[src/rtl/mem_arbiter_pkg.sv]
// mem_arbiter_pkg: state encoding and default geometry shared by the memory arbiter files.
// Latency: n/a (types and constants only).
// Backpressure: n/a.
package mem_arbiter_pkg;

    typedef enum logic [1:0] {
        IDLE       = 2'd0,
        ACCESS     = 2'd1,
        RD_CAPTURE = 2'd2
    } state_e;

    localparam int ADDR_W    = 5;
    localparam int DATA_W    = 16;
    localparam int MEM_DEPTH = 2 ** ADDR_W;

    // Width of a requester index; never zero so a one-requester build still has a pointer.
    function automatic int idx_width(input int n);
        return (n > 1) ? $clog2(n) : 1;
    endfunction

endpackage

[src/rtl/mem_arbiter_if.sv]
// mem_arbiter_if: requester-side bundle plus the memory strobes of the arbiter.
// Latency: n/a (wiring only).
// Backpressure: REQ held until GNT. Optional MEM_ARBITER_LOCK_EN adds the lock vector.
interface mem_arbiter_if import mem_arbiter_pkg::*; #(
    parameter int N_REQ = 2,
    parameter int AW    = ADDR_W,
    parameter int DW    = DATA_W
) ();
    logic [N_REQ-1:0]    req;
    logic [N_REQ-1:0]    we;
    logic [N_REQ*AW-1:0] addr;
    logic [N_REQ*DW-1:0] wdata;
    logic [N_REQ-1:0]    gnt;
    logic [N_REQ-1:0]    rvalid;
    logic [DW-1:0]       rdata;
    logic                mem_mrd;
    logic                mem_mwr;
    logic [AW-1:0]       mem_addr;
    logic [DW-1:0]       mem_wdata;
    logic [DW-1:0]       mem_rdata;
`ifdef MEM_ARBITER_LOCK_EN
    logic [N_REQ-1:0]    lock;
`endif

    // Environment view: requesters plus the memory model.
    modport master (
        output req, we, addr, wdata, mem_rdata,
`ifdef MEM_ARBITER_LOCK_EN
        output lock,
`endif
        input  gnt, rvalid, rdata, mem_mrd, mem_mwr, mem_addr, mem_wdata
    );

    // Arbiter view.
    modport slave (
        input  req, we, addr, wdata, mem_rdata,
`ifdef MEM_ARBITER_LOCK_EN
        input  lock,
`endif
        output gnt, rvalid, rdata, mem_mrd, mem_mwr, mem_addr, mem_wdata
    );
endinterface

[src/rtl/mem_arbiter_rr_arbiter.sv]
// rr_arbiter: one-hot grant to the first asserted request at or after the pointer, wrapping.
// Latency: combinational.
// Backpressure: none; the caller decides when the grant is taken.
module rr_arbiter import mem_arbiter_pkg::*; #(
    parameter int N_REQ = 2,
    parameter int PW    = idx_width(N_REQ)
) (
    input  logic [N_REQ-1:0] req_i,
    input  logic [PW-1:0]    ptr_i,
    output logic [N_REQ-1:0] gnt_o,
    output logic [PW-1:0]    idx_o
);
    logic [PW-1:0] cand;
    logic          found;

    // Scan N_REQ slots starting at the pointer; the first hit masks all later ones.
    always_comb begin
        gnt_o = '0;
        idx_o = '0;
        found = 1'b0;
        cand  = '0;
        for (int k = 0; k < N_REQ; k++) begin
            cand = PW'((int'(ptr_i) + k) % N_REQ);
            if (!found && req_i[cand]) begin
                found       = 1'b1;
                gnt_o[cand] = 1'b1;
                idx_o       = cand;
            end
        end
    end
endmodule

[src/rtl/mem_arbiter.sv]
// mem_arbiter: round-robin sharing of one single-port memory between N_REQ requesters.
// Latency: write req->GNT 1 cycle (1 per 2 cycles); read req->RVALID 3 cycles (1 per 3).
// Backpressure: REQ held until GNT; REQ ignored while an access is in flight. MEM_ARBITER_LOCK_EN adds LOCK.
module mem_arbiter import mem_arbiter_pkg::*; #(
    parameter int N_REQ = 2,
    parameter int AW    = ADDR_W,
    parameter int DW    = DATA_W
) (
    input  logic         clk,
    input  logic         rst_n,
    mem_arbiter_if.slave bus
);
    localparam int PW = idx_width(N_REQ);

    state_e           state_q, state_d;
    logic [PW-1:0]    ptr_q, ptr_d;
    logic [PW-1:0]    win_q, win_d;
    logic [N_REQ-1:0] gnt_q, gnt_d;
    logic [N_REQ-1:0] rvalid_q, rvalid_d;
    logic [DW-1:0]    rdata_q, rdata_d;
    logic [AW-1:0]    addr_q, addr_d;
    logic [DW-1:0]    wdata_q, wdata_d;
    logic             mrd_q, mrd_d;
    logic             mwr_q, mwr_d;
    logic [N_REQ-1:0] arb_gnt;
    logic [PW-1:0]    arb_idx;

    rr_arbiter #(.N_REQ(N_REQ), .PW(PW)) u_rr (
        .req_i (bus.req),
        .ptr_i (ptr_q),
        .gnt_o (arb_gnt),
        .idx_o (arb_idx)
    );

    // Next state and registered outputs; strobes and pulses default low, datapath holds.
    always_comb begin
        state_d  = state_q;
        ptr_d    = ptr_q;
        win_d    = win_q;
        gnt_d    = '0;
        rvalid_d = '0;
        rdata_d  = rdata_q;
        addr_d   = addr_q;
        wdata_d  = wdata_q;
        mrd_d    = 1'b0;
        mwr_d    = 1'b0;
        case (state_q)
            IDLE: begin
                if (|bus.req) begin
                    win_d   = arb_idx;
                    gnt_d   = arb_gnt;
                    addr_d  = bus.addr[int'(arb_idx)*AW +: AW];
                    wdata_d = bus.wdata[int'(arb_idx)*DW +: DW];
                    mwr_d   = bus.we[arb_idx];
                    mrd_d   = ~bus.we[arb_idx];
                    ptr_d   = PW'((int'(arb_idx) + 1) % N_REQ);
                    state_d = ACCESS;
                end
            end
            ACCESS: begin
                // The memory acts on the edge closing this cycle; only reads need a capture slot.
                state_d = mwr_q ? IDLE : RD_CAPTURE;
`ifdef MEM_ARBITER_LOCK_EN
                // A held lock pins the pointer on the winner so it re-wins the next arbitration.
                if (bus.lock[win_q]) begin
                    ptr_d = win_q;
                end
`endif
            end
            RD_CAPTURE: begin
                rdata_d         = bus.mem_rdata;
                rvalid_d[win_q] = 1'b1;
                state_d         = IDLE;
            end
            default: state_d = IDLE;
        endcase
    end

    // State and output registers; reset discards any in-flight read.
    always_ff @(posedge clk or negedge rst_n) begin
        if (!rst_n) begin
            state_q  <= IDLE;
            ptr_q    <= '0;
            win_q    <= '0;
            gnt_q    <= '0;
            rvalid_q <= '0;
            rdata_q  <= '0;
            addr_q   <= '0;
            wdata_q  <= '0;
            mrd_q    <= 1'b0;
            mwr_q    <= 1'b0;
        end else begin
            state_q  <= state_d;
            ptr_q    <= ptr_d;
            win_q    <= win_d;
            gnt_q    <= gnt_d;
            rvalid_q <= rvalid_d;
            rdata_q  <= rdata_d;
            addr_q   <= addr_d;
            wdata_q  <= wdata_d;
            mrd_q    <= mrd_d;
            mwr_q    <= mwr_d;
        end
    end

    assign bus.gnt       = gnt_q;
    assign bus.rvalid    = rvalid_q;
    assign bus.rdata     = rdata_q;
    assign bus.mem_mrd   = mrd_q;
    assign bus.mem_mwr   = mwr_q;
    assign bus.mem_addr  = addr_q;
    assign bus.mem_wdata = wdata_q;
endmodule

[src/flat_wrapper.sv]
// flat-port wrapper written by rule: the top's interface ports become plain ports
module mem_arbiter_flat import mem_arbiter_pkg::*;
#(
    parameter int N_REQ = 2,
    parameter int AW    = ADDR_W,
    parameter int DW    = DATA_W
)
  (clk, rst_n, bus_req, bus_we, bus_addr, bus_wdata, bus_mem_rdata, bus_gnt, bus_rvalid, bus_rdata, bus_mem_mrd, bus_mem_mwr, bus_mem_addr, bus_mem_wdata);
  mem_arbiter_if #(.N_REQ(N_REQ), .AW(AW), .DW(DW)) bus_i ();
  input  logic clk;
  input  logic rst_n;
  input wire logic [$bits(bus_i.req)-1:0] bus_req;
  input wire logic [$bits(bus_i.we)-1:0] bus_we;
  input wire logic [$bits(bus_i.addr)-1:0] bus_addr;
  input wire logic [$bits(bus_i.wdata)-1:0] bus_wdata;
  input wire logic [$bits(bus_i.mem_rdata)-1:0] bus_mem_rdata;
  output wire logic [$bits(bus_i.gnt)-1:0] bus_gnt;
  output wire logic [$bits(bus_i.rvalid)-1:0] bus_rvalid;
  output wire logic [$bits(bus_i.rdata)-1:0] bus_rdata;
  output wire logic [$bits(bus_i.mem_mrd)-1:0] bus_mem_mrd;
  output wire logic [$bits(bus_i.mem_mwr)-1:0] bus_mem_mwr;
  output wire logic [$bits(bus_i.mem_addr)-1:0] bus_mem_addr;
  output wire logic [$bits(bus_i.mem_wdata)-1:0] bus_mem_wdata;
  assign bus_i.req = bus_req;
  assign bus_i.we = bus_we;
  assign bus_i.addr = bus_addr;
  assign bus_i.wdata = bus_wdata;
  assign bus_i.mem_rdata = bus_mem_rdata;
  assign bus_gnt = bus_i.gnt;
  assign bus_rvalid = bus_i.rvalid;
  assign bus_rdata = bus_i.rdata;
  assign bus_mem_mrd = bus_i.mem_mrd;
  assign bus_mem_mwr = bus_i.mem_mwr;
  assign bus_mem_addr = bus_i.mem_addr;
  assign bus_mem_wdata = bus_i.mem_wdata;
  mem_arbiter #(.N_REQ(N_REQ), .AW(AW), .DW(DW)) u_core (.clk(clk), .rst_n(rst_n), .bus(bus_i));
endmodule
[config.mk]
export PLATFORM = sky130hd
export DESIGN_NAME = mem_arbiter_flat
export DESIGN_NICKNAME = d
export VERILOG_FILES = /design/src/rtl/mem_arbiter_pkg.sv /design/src/rtl/mem_arbiter_if.sv /design/src/rtl/mem_arbiter_rr_arbiter.sv /design/src/rtl/mem_arbiter.sv /design/src/flat_wrapper.sv
export SDC_FILE = /design/constraint.sdc
export NUM_CORES = 1
export LEC_CHECK = 0
export CORE_MARGIN = 2
export CORE_UTILIZATION = 39
export CTS_CLUSTER_SIZE = 30
export DETAILED_ROUTE_END_ITERATION = 8
export PLACE_DENSITY = 0.87
export SETUP_SLACK_MARGIN = 0.5
export SYNTH_ARGS = -nofsm -noshare
export SYNTH_HDL_FRONTEND = slang
export SYNTH_SLANG_ARGS = --single-unit
[constraint.sdc]
create_clock -name clk -period 1.4 [get_ports clk]
set_input_delay 0.28 -clock clk [delete_from_list [all_inputs] [get_ports clk]]
set_output_delay 0.28 -clock clk [all_outputs]
set_load 0.03 [all_outputs]
==> impl_metrics.csv <==
group,metric,value,unit
sta,min_period,1220,ps
sta,slew_viol_final,0,
yosys,ys_types,28,
global_route,antenna_found_initial,0,
drt,viasPerCell,5.14,
floorplanning,row_count,26,
finish,post-route-util,75.8,%
sta,hold_viol,0,
sta,clock.fmax,820,MHz
yosys,syn-num-nets,244,
setup_path,worstRegToRegCells,5,
global_route,grt_pass1_wl,9.87,mm
drt,drtIter0Drc,59,
placement,port_buffers,106,
drt,drc,0,
drt,wl_met2,3.48,mm
finish,drive_gt1_share,40.9,%
global_route,grt_max_degree,40,
setup_path,crit_arrival,1400,ps
clocking,cts_sinks,47,
drt,wl_met1,2.48,mm
job,cap_violations,0,
drt,antenna_left,0,
sta,setup_tns,0,ps
setup_path,critPathMaxFanout,16,
sta,skew,6.27,ps
setup_path,path_class,"flip-flop to flip-flop",
setup_path,end_kind,"flip-flop",
finish,diodes,0,
global_route,track_usage,21.0,%
setup_path,r2r_end,"u_core.bus.mem_addr[2]$_DFFE_PN0P_",
sta,fin_crit_sh,87.2,%
drt,wire_per_inst,16.2,um
clocking,worst_skew_pair.late_latency,300,ps
drt,drtPass1Iterations,5,
finish,layout.nets,393,
floorplanning,io-pin-count,107,
floorplanning,dieHeight,76.5,um
drt,met3_length,402,um
finish,syn_to_final_growth,88.6,%
yosys,synth.avg_cell_area,11.4,um^2
placement,dp_hpwl,4.13,mm
drt,vias,2057,
sta,worst_slew_pin_slew,284,ps
setup_path,worst_ep_required_time,1580,ps
clocking,clockBufferDepth,2,
yosys,synth-seq-area-share,57.3,%
power_and_ir_drop,ir_drop,1090,uV
placement,routabilityCongestion,0.753,
yosys,ys_ff_latch,47,
floorplanning,initial_utilization,40.2,%
hold_path,hp-class,"primary input to asynchronous set/reset pin",
setup_path,timing.rr.start,"u_core.state_q[1]$_DFFE_PN0P_",
clocking,path_clk_slew,90,ps
yosys,yosysTopAreaCellShare,57.3,%
clocking,cts_tree,"built",
sta,grt_setup_unrepaired,"true",
floorplanning,fp.coreArea,5110,um^2
yosys,synth_area,2050,um^2
yosys,synth_cells,180,
sta,finalSetupViolCount,0,
status,status,"finished clean",
sta,worst_slew_margin_rel,81.1,%
yosys,yosysWarnings,0,
yosys,yosysTopAreaCell,"dfrtp_1",
floorplanning,die_w,76.5,um
sta,setup_ws,180,ps
drt,routed_wl,6.49,mm
clocking,htree_levels,2,
drt,routed.top_layer,"met4",
power_and_ir_drop,p_per_area,2310,nW/um^2
clocking,clockRootBuffer,"clkbuf_8",
clocking,numCtsBuffers,5,
placement,pre_cts_slack,-272,ps
global_route,grt_pass1_vias,2084,
global_route,grt.overflow.total,0,
floorplanning,die_area,5860,um^2
yosys,synthTopCellsByArea,"dfrtp_1 57%, mux2_4 5.9%, a31oi_1 5.8%",
setup_path,rrSetupSlack,180,ps
power_and_ir_drop,leakage,1.76,nW
setup_path,start_kind,"flip-flop",
-- kinds of logic after synthesis --
kind of cell,share of synthesized area (%)
AO/OA/AOI/OAI,18.0
buffers and inverters,5.79
AND/OR/NAND/NOR,8.66
flip-flops,57.3
multiplexers,10.2
-- flip-flops by register name, summed over array words and instances (netlist names) --
name	count
u_core.bus.rvalid	2
u_core.ptr_q	1
u_core.bus.mem_addr	5
u_core.win_q	1
u_core.state_q	2
u_core.bus.gnt	2
u_core.bus.rdata	16
u_core.bus.mem_mwr	1
u_core.bus.mem_wdata	16
u_core.bus.mem_mrd	1
-- cell usage after synthesis --
library cell	n
inv_1	2
a21boi_0	1
nor2_2	1
inv_2	1
nand2_2	1
nor2_1	2
a21boi_1	1
nand2_1	1
a221o_1	2
buf_4	2
nand3_1	20
nor2b_1	1
or2_4	1
o21ai_0	19
o21ai_1	1
a21o_1	2
clkbuf_1	5
dfrtp_1	47
nand2b_1	2
buf_8	1
and3_1	3
buf_2	5
nor3b_1	1
mux2_4	8
mux2_2	8
buf_6	3
a21oi_1	20
a31oi_1	19
-- worst max path at each step --
stage / slack, ps / cells after the start / from / end
2_1_floorplan: 200 / 4 / u_core.state_q[0]$_DFFE_PN0P_ / u_core.bus.rdata[10]$_DFFE_PN0N_
5_1_grt: 130 / 5 / u_core.state_q[0]$_DFFE_PN0P_ / u_core.bus.mem_addr[2]$_DFFE_PN0P_
3_3_place_gp: -180 / 6 / bus_req[1] / u_core.bus.mem_addr[0]$_DFFE_PN0P_
4_1_cts: 180 / 3 / u_core.state_q[0]$_DFFE_PN0P_ / u_core.bus.rdata[4]$_DFFE_PN0N_
3_5_place_dp: -270 / 5 / bus_req[0] / u_core.bus.mem_addr[2]$_DFFE_PN0P_
6_report: 180 / 5 / u_core.state_q[1]$_DFFE_PN0P_ / u_core.bus.mem_addr[2]$_DFFE_PN0P_
-- cell type report --
| type | instances | area, um^2 |
|---|---|---|
| multi-input combinational | 114 | 862 |
| inverter | 3 | 13.8 |
| fill | 366 | 1240 |
| timing repair buffer | 158 | 1630 |
| tap | 70 | 87.6 |
| clock inverter | 2 | 16.3 |
| clock buffer | 6 | 82.6 |
| sequential | 47 | 1180 |
-- what timing repair did --
item | in CTS | in global routing
setup buffers | 11 | 18
cloned | 1 | 3
hold buffers | 1 | 0
setup endpoints to repair | 89 | 94
gates resized for setup | 313 | 22
pin swaps | 0 | 4
hold endpoints to repair | 8 | 0
-- cells in the final DEF (no fill, tap or decap), types with 4 or more instances in the layout --
cell type / Yosys / routed
dfrtp_1: 47 / 46
o21ai_0: 19 / 18
buf_12: 0 / 4
nand3_1: 20 / 19
a21oi_1: 20 / 19
clkbuf_8: 0 / 6
clkdlybuf4s50_1: 0 / 60
a31oi_1: 19 / 18
mux2_4: 8 / 16
buf_6: 3 / 49
buf_4: 2 / 36
-- per-layer routing --
| metal | global-route usage [%] | vias to the layer above |
|---|---|---|
| met2 | 39.1 | 98 |
| met5 | 0 | - |
| met4 | 6.73 | 0 |
| met3 | 5.57 | 11 |
| li1 | - | 955 |
| met1 | 23.1 | 993 |
-- power breakdown --
part           switching [mW]  internal [mW]  total, mW
clock network           0.462          0.403      0.865
registers               0.511           2.02       2.53
logic                    2.60           2.95       5.55
-- per-stage QoR --
| stage | power (mW) | std cells | hold WS [ps] | instance area (um^2) |
|---|---|---|---|---|
| finish | 8.94 | 400 | 380 | 3870 |
| global route | 9.34 | 400 | 391 | 3870 |
| CTS | 8.25 | 379 | 356 | 3590 |
| detailed placement | 6.80 | 358 | 147 | 3300 |
| global placement | 6.67 | 358 | 145 | 3300 |
| floorplan | 4.97 | 180 | -15.6 | 2090 |
-- worst max-delay path: stages (launching register included) --
cell	delay, ps
dfrtp_2	460
nor2_4	190
nand2_2	120
inv_4	90
buf_12	140
a31oi_1	100
(Power assumes the default switching activity.)
